==> config.mk <==
export PLATFORM = sky130hd
export DESIGN_NAME = mem_wb_stage
export DESIGN_NICKNAME = d
export VERILOG_FILES = /design/src/rtl/riscv_pkg.sv /design/src/rtl/load_formatter.sv /design/src/rtl/mem_wb_stage.sv
export SDC_FILE = /design/constraint.sdc
export NUM_CORES = 1
export LEC_CHECK = 0
export CORE_MARGIN = 3
export CORE_UTILIZATION = 30
export CTS_BUF_LIST = sky130_fd_sc_hd__clkbuf_8 sky130_fd_sc_hd__clkbuf_16
export DETAILED_ROUTE_END_ITERATION = 10
export PLACE_DENSITY = 0.64
export SYNTH_ARGS = -nofsm -noshare
export SYNTH_HDL_FRONTEND = slang
export SYNTH_SLANG_ARGS = --single-unit
==> constraint.sdc <==
create_clock -name clk -period 2.05 [get_ports clk]
set_input_delay 0.205 -clock clk [delete_from_list [all_inputs] [get_ports clk]]
set_output_delay 0.205 -clock clk [all_outputs]
set_load 0.05 [all_outputs]
==> src/rtl/riscv_pkg.sv <==
// Purpose : shared RV64 constants (XLEN, register index width, load funct3 codes) and the MEM/WB stage record.
// Latency : n/a (types and constants only).
// Backpressure: n/a.
package riscv_pkg;

  localparam int XLEN      = 64;
  localparam int REG_IDX_W = 5;

  // Load encodings carried in funct3; 3'b111 is not a real load and is handled as ld.
  localparam logic [2:0] F3_LB     = 3'b000;
  localparam logic [2:0] F3_LH     = 3'b001;
  localparam logic [2:0] F3_LW     = 3'b010;
  localparam logic [2:0] F3_LD     = 3'b011;
  localparam logic [2:0] F3_LBU    = 3'b100;
  localparam logic [2:0] F3_LHU    = 3'b101;
  localparam logic [2:0] F3_LWU    = 3'b110;
  localparam logic [2:0] F3_LD_ALT = 3'b111;

  // Contents of the MEM/WB pipeline register.
  typedef struct packed {
    logic                 valid;
    logic                 reg_write;
    logic [REG_IDX_W-1:0] rd;
    logic [XLEN-1:0]      write_data;
  } wb_stage_t;

endpackage

==> src/rtl/load_formatter.sv <==
// Purpose : extract and sign/zero-extend the addressed lane of a little-endian doubleword.
// Latency : combinational.
// Backpressure: none.
// Ports   : funct3 (load type), addr_lo (address bits [2:0]), raw (memory doubleword) -> result (64-bit).
module load_formatter
  import riscv_pkg::*;
(
  input  logic [2:0]      funct3,
  input  logic [2:0]      addr_lo,
  input  logic [XLEN-1:0] raw,
  output logic [XLEN-1:0] result
);

  logic [2:0]      lane;
  logic [XLEN-1:0] shifted;

  always_comb begin
    // Misaligned addresses are silently aligned down to the access size.
    case (funct3)
      F3_LH, F3_LHU:    lane = {addr_lo[2:1], 1'b0};
      F3_LW, F3_LWU:    lane = {addr_lo[2], 2'b00};
      F3_LD, F3_LD_ALT: lane = 3'b000;
      default:          lane = addr_lo;
    endcase

    shifted = raw >> {lane, 3'b000};

    case (funct3)
      F3_LB:   result = {{(XLEN-8){shifted[7]}},   shifted[7:0]};
      F3_LH:   result = {{(XLEN-16){shifted[15]}}, shifted[15:0]};
      F3_LW:   result = {{(XLEN-32){shifted[31]}}, shifted[31:0]};
      F3_LBU:  result = {{(XLEN-8){1'b0}},         shifted[7:0]};
      F3_LHU:  result = {{(XLEN-16){1'b0}},        shifted[15:0]};
      F3_LWU:  result = {{(XLEN-32){1'b0}},        shifted[31:0]};
      default: result = shifted;
    endcase
  end

endmodule

==> src/rtl/mem_wb_stage.sv <==
// Purpose : MEM/WB pipeline register with load formatting, x0 write suppression and retired-instruction counter.
// Latency : 1 cycle from in_* to reg_write/rd/write_data/wb_valid.
// Backpressure: stall holds the stage; flush (higher priority) loads a bubble; reset overrides both.
// Ports   : clk, rst_n (sync, active low), stall, flush, in_* (MEM-stage instruction),
//           reg_write/rd/write_data (register-file write), wb_valid, instret.
// Option  : WB_BYPASS_EN adds dec_rs1/2, rf_data1/2 inputs and fwd_data1/2 outputs (WB->decode bypass).
module mem_wb_stage
  import riscv_pkg::*;
(
  input  logic                 clk,
  input  logic                 rst_n,
  input  logic                 stall,
  input  logic                 flush,
  input  logic                 in_valid,
  input  logic                 in_reg_write,
  input  logic                 in_mem_to_reg,
  input  logic [REG_IDX_W-1:0] in_rd,
  input  logic [2:0]           in_funct3,
  input  logic [2:0]           in_addr_lo,
  input  logic [XLEN-1:0]      in_alu_result,
  input  logic [XLEN-1:0]      in_mem_data,
`ifdef WB_BYPASS_EN
  input  logic [REG_IDX_W-1:0] dec_rs1,
  input  logic [REG_IDX_W-1:0] dec_rs2,
  input  logic [XLEN-1:0]      rf_data1,
  input  logic [XLEN-1:0]      rf_data2,
  output logic [XLEN-1:0]      fwd_data1,
  output logic [XLEN-1:0]      fwd_data2,
`endif
  output logic                 reg_write,
  output logic [REG_IDX_W-1:0] rd,
  output logic [XLEN-1:0]      write_data,
  output logic                 wb_valid,
  output logic [XLEN-1:0]      instret
);

  localparam logic [XLEN-1:0] ONE = XLEN'(1);

  logic [XLEN-1:0] load_data;
  logic [XLEN-1:0] instret_q;
  wb_stage_t       stage_d;
  wb_stage_t       stage_q;

  load_formatter u_load_formatter (
    .funct3  (in_funct3),
    .addr_lo (in_addr_lo),
    .raw     (in_mem_data),
    .result  (load_data)
  );

  // Formatting happens before the register so write_data leaves a flop directly.
  always_comb begin
    stage_d            = '0;
    stage_d.valid      = in_valid;
    stage_d.reg_write  = in_reg_write & in_valid & (in_rd != '0);
    stage_d.rd         = in_rd;
    stage_d.write_data = in_mem_to_reg ? load_data : in_alu_result;
  end

  always_ff @(posedge clk) begin
    if (!rst_n) begin
      stage_q   <= '0;
      instret_q <= '0;
    end else begin
      // An instruction retires when it leaves WB; a flush on the same edge does not cancel that.
      if (stage_q.valid && !stall)
        instret_q <= instret_q + ONE;
      if (flush)
        stage_q <= '0;
      else if (!stall)
        stage_q <= stage_d;
    end
  end

  assign reg_write  = stage_q.reg_write;
  assign rd         = stage_q.rd;
  assign write_data = stage_q.write_data;
  assign wb_valid   = stage_q.valid;
  assign instret    = instret_q;

`ifdef WB_BYPASS_EN
  // reg_write is already 0 for rd==x0, but an x0 source must read 0 even if rf_data disagrees.
  always_comb begin
    if (dec_rs1 == '0)
      fwd_data1 = '0;
    else if (stage_q.reg_write && (stage_q.rd == dec_rs1))
      fwd_data1 = stage_q.write_data;
    else
      fwd_data1 = rf_data1;

    if (dec_rs2 == '0)
      fwd_data2 = '0;
    else if (stage_q.reg_write && (stage_q.rd == dec_rs2))
      fwd_data2 = stage_q.write_data;
    else
      fwd_data2 = rf_data2;
  end
`endif

endmodule

==> key figures <==
Floorplan
  – Die Y: between 150 and 200 um
  – Die X: roughly 170 um
  – Core Box Area: approximately 25000 sq um
  – Std cell rows: 58
  – IO Pins: between 200 and 300
  – Die area: between 20000 and 30000 sq um
  – Initial cell density of the core: a little under a third

Critical path
  – Cell count of the worst reg-to-reg path: 7
  – CP Capture Type: flip-flop
  – CP Max Fanout: 5
  – Setup Crit Path Kind: reg -> reg
  – Worst r2r src: instret[22]$_SDFFE_PN0P_
  – Worst R2R End: instret[51]$_SDFFE_PN0P_
  – WP data required: 2.40 ns
  – Crit path DAT: between 2 and 2.5 ns
  – Worst setup path end: instret[51]$_SDFFE_PN0P_
  – CP Launch Type: flip-flop
  – Worst R2R Setup Slack: around 0.047 ns
  – Start point of the critical path: instret[22]$_SDFFE_PN0P_

STA
  – Final slew viol count: 0
  – Hold WS: roughly 0.29 ns
  – Hold Vio Cnt, Final: 0
  – Period utilization: between 90 and 100%
  – Clk_skew: 0.00956 ns
  – Slew HR: between 50% and 60%
  – TNS Setup: 0 ns
  – Worst Tran Pin Value: around 0.67 ns
  – # setup viols final: 0
  – Fin crit period: approximately 2 ns
  – RSZ-0062 raised after global routing: yes
  – Fmax: about 0.5 GHz

Logic synthesis
  – Gate count of the mapped netlist: around 950
  – Ys flop type: dfxtp_1
  – Netlist Area Pre-Place: between 7000 and 8000 sq um
  – Netlist cell types: 62
  – Ys async rst share: 0%
  – Number of enable flip-flop cells after synthesis: 0
  – Ranking of synthesized cells by area: dfxtp_1, mux2i_1, nand2_1
  – Post-Syn Nets: 1094
  – Mapped Avg Cell Area: slightly above 8 sq um
  – Synth area leader: dfxtp_1
  – Share of the synthesized area in the top cell type: a little over a third
  – Register bit total from synthesis: roughly 140
  – Synth Warn #: 0
  – Seq/Total Area, Yosys: approximately a third

Route
  – Routed WL: ~33 mm
  – DR WL/cell: ~20 um
  – Residual DRC: 0
  – Antenna-violating nets left: 0
  – Routed via count: ~9000
  – Drt pass-1 iters: 5
  – 1st-iter DRT viols: approximately 700
  – Vias per inst: between 5 and 6

Cells and area
  – Fillcell total: ~2400
  – Reg area: about 2800 sq um
  – Final net count: about 1500
  – Final Cell Area: around 13000 sq um
  – Fraction of layout cells with a size suffix above 1: approximately 22%
  – Synthesis-to-finish area growth: 65.6%
  – Multi-input gate area: between 4000 and 5000 sq um

Outcome
  – Outcome: finished, final reports clean

CTS
  – Clock Latency Late Sink: roughly 0.42 ns
  – Clk root buf: clkbuf_16
  – Clock tree sinks: around 140
  – Clk slew on worst S/H paths: around 0.07 ns
  – CTS max path bufs: 2
  – TritonCTS Buffers: 17
  – CTS tree: done
  – H-Tree Level Count: 4

Place
  – PortBufs: 280
  – Area after DPL: approximately 12000 sq um
  – Detail Placement HPWL: 26.1 mm
  – Placer Congestion: 0.946

Power and ir drop
  – PwrDens: between 500 and 600 nW/um^2
  – Total power: 7410 uW
  – Worst VDD drop: approximately 430 uV
  – Static leakage: 0.00492 uW

GRT
  – Gr usage total: a little under a quarter
  – First-pass GRT wire length: about 51 mm
  – Initial antenna violation count: 4
  – Congestion Overflow GR: 0
  – Largest net degree at the start of global routing: around 80
  – Vias in the first global route: 8906

Hold path
  – Worst hold-check path type: in -> reg

Run
  – Max cap viols: 0
## synthesized netlist by cell type, types with 3 or more instances
| library cell | instances |
|---|---|
| dfxtp_1 | 135 |
| nand2_1 | 97 |
| o21ai_0 | 72 |
| nor2_1 | 58 |
| clkbuf_1 | 57 |
| mux2i_1 | 54 |
| and2_1 | 40 |
| a211oi_1 | 34 |
| a21oi_1 | 34 |
| xnor2_1 | 33 |
| nand3_1 | 27 |
| o22ai_1 | 26 |
| nand4_1 | 22 |
| o211ai_1 | 21 |
| or3_1 | 19 |
| inv_1 | 18 |
| nor4_1 | 15 |
| nor3_1 | 13 |
| buf_2 | 12 |
| nand2b_1 | 12 |
| o2111ai_1 | 10 |
| a21boi_0 | 9 |
| and3_1 | 8 |
| and3b_1 | 8 |
| mux2_2 | 8 |
| nor2b_1 | 8 |
| nor4b_1 | 8 |
| o21a_1 | 8 |
| a221oi_1 | 7 |
| a22oi_1 | 7 |
| mux4_2 | 7 |
| o21ai_1 | 6 |
| nand3b_1 | 5 |
| xor2_1 | 5 |
| a21boi_1 | 4 |
| a221o_1 | 4 |
| nand4_2 | 3 |
| o41ai_1 | 3 |
## routing by layer
| metal | track usage [%] | up-vias | share of wire [%] |
|---|---|---|---|
| met5 | 0 | - | 0.063 |
| met1 | 27.6 | 4231 | 40 |
| met3 | 5.55 | 80 | 7.4 |
| li1 | - | 4272 | - |
| met2 | 39.6 | 421 | 48 |
| met4 | 9.65 | 4 | 4.3 |
## state kept, by name, indices dropped and copies added, names as in the netlist
| name | count |
|---|---|
| instret | 64 |
| write_data | 64 |
| rd | 5 |
| reg_write | 1 |
| wb_valid | 1 |
## stage by stage
step                      setup WS [ns]  util [%]  std cells
after CTS                       0.00346      50.1       1670
after floorplan                  -0.226         -        947
after global placement           -0.557      47.5       1635
after global routing            -0.0503      50.8       1674
final                            0.0466      50.8       1674
after detailed placement         -0.593      47.5       1635
## cells in the final DEF, fill, tap and decap left out, types with 7 or more instances in the layout
cell             synthesis  layout
buf_4                    0     143
a21boi_0                 9       7
o2111ai_1               10      10
a21oi_1                 34      32
dfxtp_2                  0      15
o21ai_0                 72      71
nand2b_1                12      10
nand4_1                 22      22
o21ai_1                  6       7
mux2_2                   8       8
o22ai_1                 26      25
nor3_1                  13      12
and2_1                  40      39
clkdlybuf4s50_1          0     272
o211ai_1                21      21
xnor2_1                 33      33
nor4_1                  15       9
mux4_2                   7       7
nor4b_1                  8       8
nand3_1                 27      27
nor2_1                  58      57
a211oi_1                34      28
or3_1                   19      19
clkbuf_16                0      17
mux2i_1                 54      54
dfxtp_1                135      94
dfxtp_4                  0      26
and3_1                   8       8
and3b_1                  8       8
o21a_1                   8       8
nand2_1                 97      96
a22oi_1                  7       7
buf_6                    0       7
inv_1                   18      17
## worst min-delay path by stage
stage | from | cells after the start | slack (ns) | to
after floorplan | in_rd[0] | 2 | 0.35 | rd[0]$_SDFFE_PP0N_
after global placement | write_data[12]$_SDFFE_PP0N_ | 2 | 0.44 | write_data[12]$_SDFFE_PP0N_
after detailed placement | write_data[22]$_SDFFE_PP0N_ | 2 | 0.45 | write_data[22]$_SDFFE_PP0N_
after CTS | stall | 4 | 0.27 | reg_write$_SDFFE_PP0N_
after global routing | stall | 4 | 0.31 | reg_write$_SDFFE_PP0N_
final | rst_n | 4 | 0.29 | write_data[7]$_SDFFE_PP0N_
## area by class of cell
class	count	area share [%]
multi-input cells	723	38.5
repair buffers	433	31.3
flip-flops and latches	135	21.9
clock buffers	17	3.30
well taps	330	3.21
clock inverters	15	1.24
inverters	19	0.554
diodes	2	0.0389
## cell families (layout without fill, tap and decap cells)
logic type      Yosys count  count (layout)  share of synthesized area, %
flops                   135             135                          34.8
buf+inv                  90             484                          4.54
xor+xnor                 38              38                          4.28
compound gates          256             256                          21.3
simple gates            358             359                          24.8
mux                      69              69                          10.1
fa+ha+maj                 1               1                         0.161
other cells               0               2                             0
## worst max-delay path, cell delays in order, from the launching register on
cell and delay [ns]:
dfxtp_4 0.36, nand4_4 0.11, or4_4 0.46, nor4b_4 0.22
buf_4 0.19, nand4_4 0.12, or3_1 0.35, a21boi_1 0.14
## power by group
part	switching, uW	leakage, uW	internal (uW)
Combinational	864	0.00350	740
Clock	1390	0.000288	1730
Sequential	38.4	0.00112	2650
## timing repair
| action | CTS | global route |
|---|---|---|
| pin swaps | 4 | 12 |
| resized for setup | 10 | 35 |
| endpoints found under the hold margin | 0 | 0 |
| hold buffers | 0 | 0 |
| endpoints found under the setup margin | 58 | 99 |
| gates cloned | 1 | 0 |
| setup buffers | 2 | 2 |
Note: power is estimated with default switching activity, not from simulation.
